<file path="src/rtl/sat_bin_loader_if.sv">
// ============================================================================
//  Module      : sat_bin_loader_if
//  Description : Bundles the host stream, the sat_bin external RAM load port,
//                the sat_bin control/result signals and the loader status.
//                master = loader side, slave = host / sat_bin side.
//  Revision    : 1.0  initial release
// ============================================================================
`default_nettype none

interface sat_bin_loader_if #(
  parameter int WIDTH_CLAUSES      = 16,
  parameter int WIDTH_VAR          = 12,
  parameter int ADDR_WIDTH_CLAUSES = 9,
  parameter int ADDR_WIDTH_VAR     = 9
) ();

  // host configuration and word stream
  logic                          load_start_i;
  logic [WIDTH_CLAUSES-1:0]      nb_i;
  logic [WIDTH_VAR-1:0]          nv_i;
  logic [ADDR_WIDTH_CLAUSES-1:0] n_words_i;
  logic                          data_valid_i;
  logic [WIDTH_CLAUSES-1:0]      data_i;
  logic                          data_ready_o;

  // sat_bin external RAM load port
  logic                          apply_ex_o;
  logic                          ram_we_c_ex_o;
  logic [WIDTH_CLAUSES-1:0]      ram_din_c_ex_o;
  logic [ADDR_WIDTH_CLAUSES-1:0] ram_addr_c_ex_o;
  logic                          ram_we_v_ex_o;
  logic [WIDTH_VAR-1:0]          ram_din_v_ex_o;
  logic [ADDR_WIDTH_VAR-1:0]     ram_addr_v_ex_o;

  // sat_bin control and result
  logic                          start_o;
  logic                          bin_info_en_o;
  logic [WIDTH_CLAUSES-1:0]      nb_all_o;
  logic [WIDTH_VAR-1:0]          nv_all_o;
  logic                          sb_done_i;
  logic                          global_sat_i;
  logic                          global_unsat_i;

  // loader status
  logic                          busy_o;
  logic                          done_o;
  logic                          sat_o;
  logic                          unsat_o;

  modport master (
    input  load_start_i, nb_i, nv_i, n_words_i, data_valid_i, data_i,
    input  sb_done_i, global_sat_i, global_unsat_i,
    output data_ready_o, apply_ex_o,
    output ram_we_c_ex_o, ram_din_c_ex_o, ram_addr_c_ex_o,
    output ram_we_v_ex_o, ram_din_v_ex_o, ram_addr_v_ex_o,
    output start_o, bin_info_en_o, nb_all_o, nv_all_o,
    output busy_o, done_o, sat_o, unsat_o
  );

  modport slave (
    output load_start_i, nb_i, nv_i, n_words_i, data_valid_i, data_i,
    output sb_done_i, global_sat_i, global_unsat_i,
    input  data_ready_o, apply_ex_o,
    input  ram_we_c_ex_o, ram_din_c_ex_o, ram_addr_c_ex_o,
    input  ram_we_v_ex_o, ram_din_v_ex_o, ram_addr_v_ex_o,
    input  start_o, bin_info_en_o, nb_all_o, nv_all_o,
    input  busy_o, done_o, sat_o, unsat_o
  );

endinterface

`default_nettype wire

</file>
<file path="src/rtl/sat_bin_loader.sv">
// ============================================================================
//  Module      : sat_bin_loader
//  Description : Host-side master for the sat_bin external load port. Writes
//                the clause-bin RAM then the var-bin RAM (addresses 1..N) from
//                a valid/ready word stream, pulses start with the bin info,
//                waits for sat_bin done and latches the SAT/UNSAT result.
//                Interface parameters must match the module parameters.
//  Revision    : 1.0  initial release
// ============================================================================
`default_nettype none

module sat_bin_loader #(
  parameter int WIDTH_CLAUSES      = 16,
  parameter int WIDTH_VAR          = 12,
  parameter int ADDR_WIDTH_CLAUSES = 9,
  parameter int ADDR_WIDTH_VAR     = 9
) (
  input  wire logic        clk,
  input  wire logic        rst,
  sat_bin_loader_if.master bus
);

  localparam logic [2:0] S_IDLE  = 3'd0;
  localparam logic [2:0] S_WR_C  = 3'd1;
  localparam logic [2:0] S_GAP_C = 3'd2;
  localparam logic [2:0] S_WR_V  = 3'd3;
  localparam logic [2:0] S_GAP_V = 3'd4;
  localparam logic [2:0] S_START = 3'd5;
  localparam logic [2:0] S_WAIT  = 3'd6;
  localparam logic [2:0] S_DONE  = 3'd7;

  logic [2:0]                    state;
  logic [WIDTH_CLAUSES-1:0]      nb_cap;
  logic [WIDTH_VAR-1:0]          nv_cap;
  logic [ADDR_WIDTH_CLAUSES-1:0] nw_cap;
  logic [ADDR_WIDTH_CLAUSES-1:0] word_cnt;
  logic                          wait_first;

  logic                          we_c;
  logic [WIDTH_CLAUSES-1:0]      din_c;
  logic [ADDR_WIDTH_CLAUSES-1:0] addr_c;
  logic                          we_v;
  logic [WIDTH_VAR-1:0]          din_v;
  logic [ADDR_WIDTH_VAR-1:0]     addr_v;
  logic                          sat_res;
  logic                          unsat_res;

  logic                          in_wr_c;
  logic                          in_wr_v;
  logic                          accept;
  logic [ADDR_WIDTH_CLAUSES-1:0] cnt_inc;
  logic                          last_word;

  assign in_wr_c   = (state == S_WR_C);
  assign in_wr_v   = (state == S_WR_V);
  assign accept    = bus.data_valid_i && (in_wr_c || in_wr_v);
  assign cnt_inc   = word_cnt + 1'b1;
  assign last_word = (cnt_inc == nw_cap);

  // State-decoded control outputs; all are low in IDLE, which covers reset
  always_comb begin
    bus.data_ready_o  = in_wr_c || in_wr_v;
    bus.apply_ex_o    = (state == S_WR_C) || (state == S_GAP_C) ||
                        (state == S_WR_V) || (state == S_GAP_V);
    bus.start_o       = (state == S_START);
    bus.bin_info_en_o = (state == S_START);
    bus.busy_o        = (state != S_IDLE);
    bus.done_o        = (state == S_DONE);
  end

  assign bus.ram_we_c_ex_o   = we_c;
  assign bus.ram_din_c_ex_o  = din_c;
  assign bus.ram_addr_c_ex_o = addr_c;
  assign bus.ram_we_v_ex_o   = we_v;
  assign bus.ram_din_v_ex_o  = din_v;
  assign bus.ram_addr_v_ex_o = addr_v;
  assign bus.nb_all_o        = nb_cap;
  assign bus.nv_all_o        = nv_cap;
  assign bus.sat_o           = sat_res;
  assign bus.unsat_o         = unsat_res;

  // Sequencer: load capture, word counting and phase transitions
  always_ff @(posedge clk) begin
    if (rst) begin
      state      <= S_IDLE;
      nb_cap     <= '0;
      nv_cap     <= '0;
      nw_cap     <= '0;
      word_cnt   <= '0;
      wait_first <= 1'b0;
    end else begin
      case (state)
        S_IDLE: begin
          if (bus.load_start_i) begin
            nb_cap   <= bus.nb_i;
            nv_cap   <= bus.nv_i;
            nw_cap   <= bus.n_words_i;
            word_cnt <= '0;
            // an empty load skips straight to the gap cycles
            state    <= (bus.n_words_i == '0) ? S_GAP_C : S_WR_C;
          end
        end
        S_WR_C: begin
          if (accept) begin
            word_cnt <= last_word ? '0 : cnt_inc;
            if (last_word) state <= S_GAP_C;
          end
        end
        S_GAP_C: begin
          state <= (nw_cap == '0) ? S_GAP_V : S_WR_V;
        end
        S_WR_V: begin
          if (accept) begin
            word_cnt <= last_word ? '0 : cnt_inc;
            if (last_word) state <= S_GAP_V;
          end
        end
        S_GAP_V: begin
          state <= S_START;
        end
        S_START: begin
          wait_first <= 1'b1;
          state      <= S_WAIT;
        end
        S_WAIT: begin
          // the cycle right after start never looks at sb_done_i
          wait_first <= 1'b0;
          if (!wait_first && bus.sb_done_i) state <= S_DONE;
        end
        S_DONE: begin
          state <= S_IDLE;
        end
        default: begin
          state <= S_IDLE;
        end
      endcase
    end
  end

  // RAM write port: one-cycle write pulse the cycle after each accepted word
  always_ff @(posedge clk) begin
    if (rst) begin
      we_c   <= 1'b0;
      din_c  <= '0;
      addr_c <= '0;
      we_v   <= 1'b0;
      din_v  <= '0;
      addr_v <= '0;
    end else begin
      we_c <= accept && in_wr_c;
      we_v <= accept && in_wr_v;
      // address/data hold their last value while the write enable is low
      if (accept && in_wr_c) begin
        din_c  <= bus.data_i;
        addr_c <= cnt_inc;
      end
      if (accept && in_wr_v) begin
        din_v  <= bus.data_i[WIDTH_VAR-1:0];
        addr_v <= ADDR_WIDTH_VAR'(cnt_inc);
      end
    end
  end

  // Result latch: cleared by a new load, captured when sat_bin reports done
  always_ff @(posedge clk) begin
    if (rst) begin
      sat_res   <= 1'b0;
      unsat_res <= 1'b0;
    end else if (state == S_IDLE && bus.load_start_i) begin
      sat_res   <= 1'b0;
      unsat_res <= 1'b0;
    end else if (state == S_WAIT && !wait_first && bus.sb_done_i) begin
      sat_res   <= bus.global_sat_i;
      unsat_res <= bus.global_unsat_i;
    end
  end

endmodule

`default_nettype wire
</file>
<file path="src/flat_wrapper.sv">
// flat-port wrapper written by rule: the top's interface ports become plain ports
module sat_bin_loader_flat 
#(
  parameter int WIDTH_CLAUSES      = 16,
  parameter int WIDTH_VAR          = 12,
  parameter int ADDR_WIDTH_CLAUSES = 9,
  parameter int ADDR_WIDTH_VAR     = 9
)
  (clk, rst, bus_load_start_i, bus_nb_i, bus_nv_i, bus_n_words_i, bus_data_valid_i, bus_data_i, bus_sb_done_i, bus_global_sat_i, bus_global_unsat_i, bus_data_ready_o, bus_apply_ex_o, bus_ram_we_c_ex_o, bus_ram_din_c_ex_o, bus_ram_addr_c_ex_o, bus_ram_we_v_ex_o, bus_ram_din_v_ex_o, bus_ram_addr_v_ex_o, bus_start_o, bus_bin_info_en_o, bus_nb_all_o, bus_nv_all_o, bus_busy_o, bus_done_o, bus_sat_o, bus_unsat_o);
  sat_bin_loader_if #(.WIDTH_CLAUSES(WIDTH_CLAUSES), .WIDTH_VAR(WIDTH_VAR), .ADDR_WIDTH_CLAUSES(ADDR_WIDTH_CLAUSES), .ADDR_WIDTH_VAR(ADDR_WIDTH_VAR)) bus_i ();
  input  wire logic clk;
  input  wire logic rst;
  input wire logic [$bits(bus_i.load_start_i)-1:0] bus_load_start_i;
  input wire logic [$bits(bus_i.nb_i)-1:0] bus_nb_i;
  input wire logic [$bits(bus_i.nv_i)-1:0] bus_nv_i;
  input wire logic [$bits(bus_i.n_words_i)-1:0] bus_n_words_i;
  input wire logic [$bits(bus_i.data_valid_i)-1:0] bus_data_valid_i;
  input wire logic [$bits(bus_i.data_i)-1:0] bus_data_i;
  input wire logic [$bits(bus_i.sb_done_i)-1:0] bus_sb_done_i;
  input wire logic [$bits(bus_i.global_sat_i)-1:0] bus_global_sat_i;
  input wire logic [$bits(bus_i.global_unsat_i)-1:0] bus_global_unsat_i;
  output wire logic [$bits(bus_i.data_ready_o)-1:0] bus_data_ready_o;
  output wire logic [$bits(bus_i.apply_ex_o)-1:0] bus_apply_ex_o;
  output wire logic [$bits(bus_i.ram_we_c_ex_o)-1:0] bus_ram_we_c_ex_o;
  output wire logic [$bits(bus_i.ram_din_c_ex_o)-1:0] bus_ram_din_c_ex_o;
  output wire logic [$bits(bus_i.ram_addr_c_ex_o)-1:0] bus_ram_addr_c_ex_o;
  output wire logic [$bits(bus_i.ram_we_v_ex_o)-1:0] bus_ram_we_v_ex_o;
  output wire logic [$bits(bus_i.ram_din_v_ex_o)-1:0] bus_ram_din_v_ex_o;
  output wire logic [$bits(bus_i.ram_addr_v_ex_o)-1:0] bus_ram_addr_v_ex_o;
  output wire logic [$bits(bus_i.start_o)-1:0] bus_start_o;
  output wire logic [$bits(bus_i.bin_info_en_o)-1:0] bus_bin_info_en_o;
  output wire logic [$bits(bus_i.nb_all_o)-1:0] bus_nb_all_o;
  output wire logic [$bits(bus_i.nv_all_o)-1:0] bus_nv_all_o;
  output wire logic [$bits(bus_i.busy_o)-1:0] bus_busy_o;
  output wire logic [$bits(bus_i.done_o)-1:0] bus_done_o;
  output wire logic [$bits(bus_i.sat_o)-1:0] bus_sat_o;
  output wire logic [$bits(bus_i.unsat_o)-1:0] bus_unsat_o;
  assign bus_i.load_start_i = bus_load_start_i;
  assign bus_i.nb_i = bus_nb_i;
  assign bus_i.nv_i = bus_nv_i;
  assign bus_i.n_words_i = bus_n_words_i;
  assign bus_i.data_valid_i = bus_data_valid_i;
  assign bus_i.data_i = bus_data_i;
  assign bus_i.sb_done_i = bus_sb_done_i;
  assign bus_i.global_sat_i = bus_global_sat_i;
  assign bus_i.global_unsat_i = bus_global_unsat_i;
  assign bus_data_ready_o = bus_i.data_ready_o;
  assign bus_apply_ex_o = bus_i.apply_ex_o;
  assign bus_ram_we_c_ex_o = bus_i.ram_we_c_ex_o;
  assign bus_ram_din_c_ex_o = bus_i.ram_din_c_ex_o;
  assign bus_ram_addr_c_ex_o = bus_i.ram_addr_c_ex_o;
  assign bus_ram_we_v_ex_o = bus_i.ram_we_v_ex_o;
  assign bus_ram_din_v_ex_o = bus_i.ram_din_v_ex_o;
  assign bus_ram_addr_v_ex_o = bus_i.ram_addr_v_ex_o;
  assign bus_start_o = bus_i.start_o;
  assign bus_bin_info_en_o = bus_i.bin_info_en_o;
  assign bus_nb_all_o = bus_i.nb_all_o;
  assign bus_nv_all_o = bus_i.nv_all_o;
  assign bus_busy_o = bus_i.busy_o;
  assign bus_done_o = bus_i.done_o;
  assign bus_sat_o = bus_i.sat_o;
  assign bus_unsat_o = bus_i.unsat_o;
  sat_bin_loader #(.WIDTH_CLAUSES(WIDTH_CLAUSES), .WIDTH_VAR(WIDTH_VAR), .ADDR_WIDTH_CLAUSES(ADDR_WIDTH_CLAUSES), .ADDR_WIDTH_VAR(ADDR_WIDTH_VAR)) u_core (.clk(clk), .rst(rst), .bus(bus_i));
endmodule
</file>
<file path="config.mk">
export PLATFORM = sky130hd
export DESIGN_NAME = sat_bin_loader_flat
export DESIGN_NICKNAME = d
export VERILOG_FILES = /design/src/rtl/sat_bin_loader_if.sv /design/src/rtl/sat_bin_loader.sv /design/src/flat_wrapper.sv
export SDC_FILE = /design/constraint.sdc
export NUM_CORES = 1
export LEC_CHECK = 0
export ABC_AREA = 1
export BUFFER_PORTS_ARGS = -buffer_cell sky130_fd_sc_hd__buf_2
export CORE_MARGIN = 10
export CORE_UTILIZATION = 53
export DETAILED_ROUTE_END_ITERATION = 10
export GPL_ROUTABILITY_DRIVEN = 0
export PLACE_DENSITY = 0.88
export SLEW_MARGIN = 20
export SYNTH_ARGS = -nofsm -noshare
export SYNTH_HDL_FRONTEND = slang
export SYNTH_SLANG_ARGS = --single-unit
</file>
<file path="constraint.sdc">
create_clock -name clk -period 5.5 [get_ports clk]
set_input_delay 0.275 -clock clk [delete_from_list [all_inputs] [get_ports clk]]
set_output_delay 0.275 -clock clk [all_outputs]
set_load 0.01 [all_outputs]
</file>
Word level (Yosys, flattened, before mapping). Index checks and enable logic that the tools add are counted.

Flip-flop bits (word level): 100. Input port bits: 60. Output and inout port bits: 84.

Add/sub/neg operators: 1. Eq/ne operators: 15. Mux-type cells: 14. Reductions and logical operators: 23.

Operator list (count): two-way mux 9 bit (3); one-hot mux 3 bit (8 select lines) (1); two-way mux 3 bit (7); logical NOT 9 bit (2); one-hot mux 9 bit (2 select lines) (1); == test 3 bit (second input constant) (4); inequality test 2 bit (second input constant) (5); adder 9 x 1 -> 9 bit (second input constant) (1); == test 9 bit (1); logical AND 1 bit (7); == test 3 x 2 -> 1 bit (second input constant) (2); AND reduction 6 bit (1); logical OR 1 bit (4); inequality test 2 x 1 -> 1 bit (second input constant) (2); nonzero test 2 bit (2); OR reduction 2 bit (2); == test 3 x 1 -> 1 bit (second input constant) (1); logical NOT 3 bit (1); AND reduction 3 bit (1); nonzero test 3 bit (1); two-way mux 2 bit (1); one-hot mux 1 bit (2 select lines) (1); AND reduction 2 bit (1); logical NOT 1 bit (1).

Longest topological paths before layout.
Depth in word-level cells: 5. Depth in mapped cells: 14.

Worst setup path after synthesis. No wires, ideal clock.

Kind: register -> register. From: register u_core.word_cnt[0]. To: register u_core.word_cnt[8]. Data arrival time: 1.626 ns. Slack: 3.746 ns. Stages on the path, launching flop included: 14. Buffers on the path: 0. Period minus slack after synthesis: 1.754 ns. Cell sequence: dfxtp_1 -> ha_1 -> nand2_2 -> nor2_4 -> nand2_1 -> nand3_1 -> nand2_1 -> nor2_2 -> nand2_1 -> nor2_2 -> nand3_2 -> nand2_2 -> o21a_1 -> nor2_1.

Cells in the longest elaborated chain, start to end: 5.

RTL lines: start: declaration (RTL line sat_bin_loader.sv:36) `logic [ADDR_WIDTH_CLAUSES-1:0] word_cnt;`; start signal: assignment (RTL line sat_bin_loader.sv:105) `word_cnt <= last_word ? '0 : cnt_inc;`; start signal: assignment (RTL line sat_bin_loader.sv:114) `word_cnt <= last_word ? '0 : cnt_inc;`; adder 9 x 1 -> 9 bit (*) (RTL line sat_bin_loader.sv:57) `assign cnt_inc = word_cnt + 1'b1;`; == test 9 bit (RTL line sat_bin_loader.sv:58) `assign last_word = (cnt_inc == nw_cap);`; two-way mux 9 bit (*) (RTL line sat_bin_loader.sv:105, sat_bin_loader.sv:114); two-way mux 9 bit (*) (RTL line sat_bin_loader.sv:104, sat_bin_loader.sv:113); one-hot mux 9 bit (2 select lines) (*) (RTL line sat_bin_loader.sv:92) `case (state)`.

Mark *: on every way between the ends. The rest lies on a longest branch, timed or not. The select of a mux whose other input is x is not followed. A chain may end at the register's enable or synchronous reset.

Worst setup path in the final report.
From: register u_core.state[0]. To: register u_core.din_c[10] (netlist: u_core.bus.ram_din_c_ex_o[10]).

Cells in the longest elaborated chain, start to end: 4. Elaborated cells between the ends (all ways): 5. Classes of those cells: eq/ne: 2; reduce/logical: 3.

RTL lines: start: declaration (RTL line sat_bin_loader.sv:32) `logic [2:0] state;`; start signal: assignment (RTL line sat_bin_loader.sv:100) `state <= (bus.n_words_i == '0) ? S_GAP_C : S_WR_C;`; start signal: assignment (RTL line sat_bin_loader.sv:110) `state <= (nw_cap == '0) ? S_GAP_V : S_WR_V;`; == test 3 x 1 -> 1 bit / == test 3 x 2 -> 1 bit (equally long branches) (RTL line sat_bin_loader.sv:54, sat_bin_loader.sv:55); logical OR 1 bit (RTL line sat_bin_loader.sv:56) `assign accept = bus.data_valid_i && (in_wr_c || in_wr_v);`; logical AND 1 bit (RTL line sat_bin_loader.sv:56); logical AND 1 bit (*) (RTL line sat_bin_loader.sv:153) `if (accept && in_wr_c) begin`; end signal: assignment (RTL line sat_bin_loader.sv:154) `din_c <= bus.data_i;`; end: declaration (RTL line sat_bin_loader.sv:40) `logic [WIDTH_CLAUSES-1:0] din_c;`.

Mark *: on every way between the ends. The rest lies on a longest branch, timed or not.

==> metrics <==
run status=complete, no violations; worst-margin pin slew=0.731 ns; Leakage Power=2.37 nW; remaining antenna violation count=0; cts bufs inserted=9; WL per Instance=~15 µm; final setup fails=0; Die X=between 100 and 150 µm; placed cells=758; Layout Cells excl Fill=a little under 800; final slew viol count=0; H-tree lvl count=3; clock root cell=clkbuf_8; CP Capture Type=flip-flop; Final Cycle Share=0.434; Vias per Instance=5.33; DR vias=4128; Post-CTS Hold Buffers=0; worst vdd ir=222 µV; asr flop ratio synth=0; area of the mapped netlist=0.00404 mm²; largest net degree at the start of global routing=56; global-route wire length before repair=roughly 19000 µm; most common cell in the netlist=dfxtp_1; drt drc=0; starting density of the core=0.551; IO Count=144; Synth cell types=29; Final min period=2.39 ns; final core occ=0.683; flops & latches, synth=100; top cells by area, synth=dfxtp_1 50%, nand2_1 8.2%, a21oi_1 7.8%, nor2_1 6.7%, o21ai_0 6.7%; Worst Path Required=~5.8 ns; max_slew headroom=0.513; internal power=1.35 mW; RSZ-0062 raised after global routing=no; chip height=107 µm; input/output buffers=143; Clock Skews=0.00767 ns; most instantiated cells after synthesis=100 x dfxtp_1, 88 x nand2_1, 72 x nor2_1; syn_nets=between 600 and 700; die area=about 0.012 mm²; gr usage total=0.199; design area=between 0.005 and 0.006 mm²; initial antenna violation count=1; Setup TNS Final=0 ns; worst min-delay path class=in -> reg; fin nets=731; CTS tree=done; Seq/Total Area, Yosys=0.496; Post-Route WL=11600 µm; Mapped Cells=544; P&R area growth vs syn=23.9%; Placeable Area=0.00733 mm²; clk sinks=100; Worst Setup Start Kind=flip-flop; maximum clock frequency=419 MHz; Final Hold Vio Count=0; Setup Crit Path Kind=reg -> reg; Comb power frac=0.323; grt ovf=0; Core Rows=31; CP arrival=2.65 ns; Inserted Diodes=0; NetSw=0.797 mW; Synth warnings=0; drt pass-1 iters=4; Clk pwr share=0.242; Max clock buf depth=2; Seq pwr share=0.435; Reg area=0.00200 mm²; post-CTS sizing=0; area leader, netlist=dfxtp_1; Synth top area share=0.496; Cell Pwr Density=430 mW/mm²; First DRT Iteration DRCs=~230; clk_lat worst skew=0.37 ns; Max Cap Viol=0; Syn Area/Cell=around 7.4 µm²; EDFF count, synth=0; # Post-CTS Setup Buffers=0; share of layout cells above drive strength 1=0.270; vias in the first global route=4039; # fillers=618; DP Wirelength=8610 µm; top_reg_cell synth=dfxtp_1; clock-pin slew on the worst setup and hold paths=0.10 ns; Max FO, Critical Path=35; Cell Area, Placed=0.00478 mm²; sw frac=0.371; area of the multi-input gates=0.00176 mm²
## registers in the layout, indices dropped and copies added, names as in the netlist
name	flops
u_core.word_cnt	9
u_core.bus.nv_all_o	12
u_core.wait_first	1
u_core.state	3
u_core.bus.ram_din_v_ex_o	12
u_core.nw_cap	9
u_core.bus.ram_din_c_ex_o	16
u_core.bus.ram_addr_v_ex_o	9
u_core.bus.ram_we_v_ex_o	1
u_core.bus.unsat_o	1
u_core.bus.nb_all_o	16
u_core.bus.ram_addr_c_ex_o	9
u_core.bus.ram_we_c_ex_o	1
u_core.bus.sat_o	1
## metrics by stage
step	setup WS (ns)	power, mW	hold slack [ns]
after floorplan	3.75	1.39	0.410
final	3.11	2.15	0.123
after global placement	3.20	1.62	0.446
after detailed placement	3.11	1.64	0.451
after CTS	3.01	2.16	0.121
after global routing	2.82	2.30	0.146
## kinds of logic after synthesis
logic type,Yosys count,synth area share
adders and majority gates,1,0.00310
DFF,100,0.496
and+or+nand+nor,240,0.263
buffers and inverters,74,0.0709
AOI/OAI and AO/OA,129,0.167
## final cells by class
type                       instances  area share
sequential                       100       0.400
multi-input combinational        370       0.351
timing repair buffer             146       0.147
inverter                          43      0.0322
clock buffer                      10      0.0255
tap                               99      0.0247
clock inverter                     6      0.0190
## path summary, 6_finish.rpt
| check | depth (start not counted) | start | end | slack [ns] |
|---|---|---|---|---|
| setup / recovery | 7 | u_core.state[0]$_SDFFE_PP0P_ | u_core.bus.ram_din_c_ex_o[10]$_SDFFE_PP0P_ | 3.11 |
| hold / removal | 3 | bus_data_i[12] | u_core.bus.ram_din_c_ex_o[12]$_SDFFE_PP0P_ | 0.12 |
| setup reg to reg | 7 | u_core.state[0]$_SDFFE_PP0P_ | u_core.bus.ram_din_c_ex_o[10]$_SDFFE_PP0P_ | 3.11 |
| hold reg to reg | 2 | u_core.bus.nb_all_o[10]$_SDFFE_PP0P_ | u_core.bus.nb_all_o[10]$_SDFFE_PP0P_ | 0.46 |
## per-layer routing
| metal | GRT usage | up-vias | part of all wire |
|---|---|---|---|
| met1 | 0.216 | 1916 | 0.38 |
| met4 | 0.0764 | 2 | 0.022 |
| met5 | 0 | - | 0.0011 |
| li1 | - | 2043 | - |
| met3 | 0.0737 | 23 | 0.081 |
| met2 | 0.344 | 144 | 0.51 |
## placed cells by master, fill, tap and decap left out
master	n
a21oi_1	63
a21oi_2	1
and2_4	1
buf_2	143
buf_4	3
bufinv_16	2
clkbuf_1	1
clkbuf_8	9
clkinv_1	2
clkinvlp_4	2
dfxtp_1	100
ha_1	1
inv_1	40
inv_2	1
inv_6	1
inv_8	1
nand2_1	88
nand2_2	4
nand3_1	49
nand3_2	2
nand4_1	8
nor2_1	71
nor2_2	7
nor2_4	4
nor3_1	3
nor3b_1	1
nor4_1	2
o211a_1	1
o211ai_1	6
o21a_1	1
o21ai_0	54
o21ai_1	2
o21ai_2	1
## power by group through the flow
stage / combinational, mW / sequential (mW) / clock, mW
2_1_floorplan: 0.403 / 0.988 / 0
3_3_place_gp: 0.678 / 0.939 / 0
3_5_place_dp: 0.697 / 0.946 / 0
4_1_cts: 0.700 / 0.932 / 0.530
5_1_grt: 0.787 / 0.949 / 0.559
6_report: 0.695 / 0.935 / 0.521
## critical path: stages, from the launching register on
cell and delay, ns:
dfxtp_1 0.41, inv_1 0.12, nor2_4 0.11, nand2_1 0.14, nor2_4 0.56, clkinv_1 0.61, nor2_1 0.25, nor2_1 0.07
No activity file was read; power rests on OpenSTA's default activity.
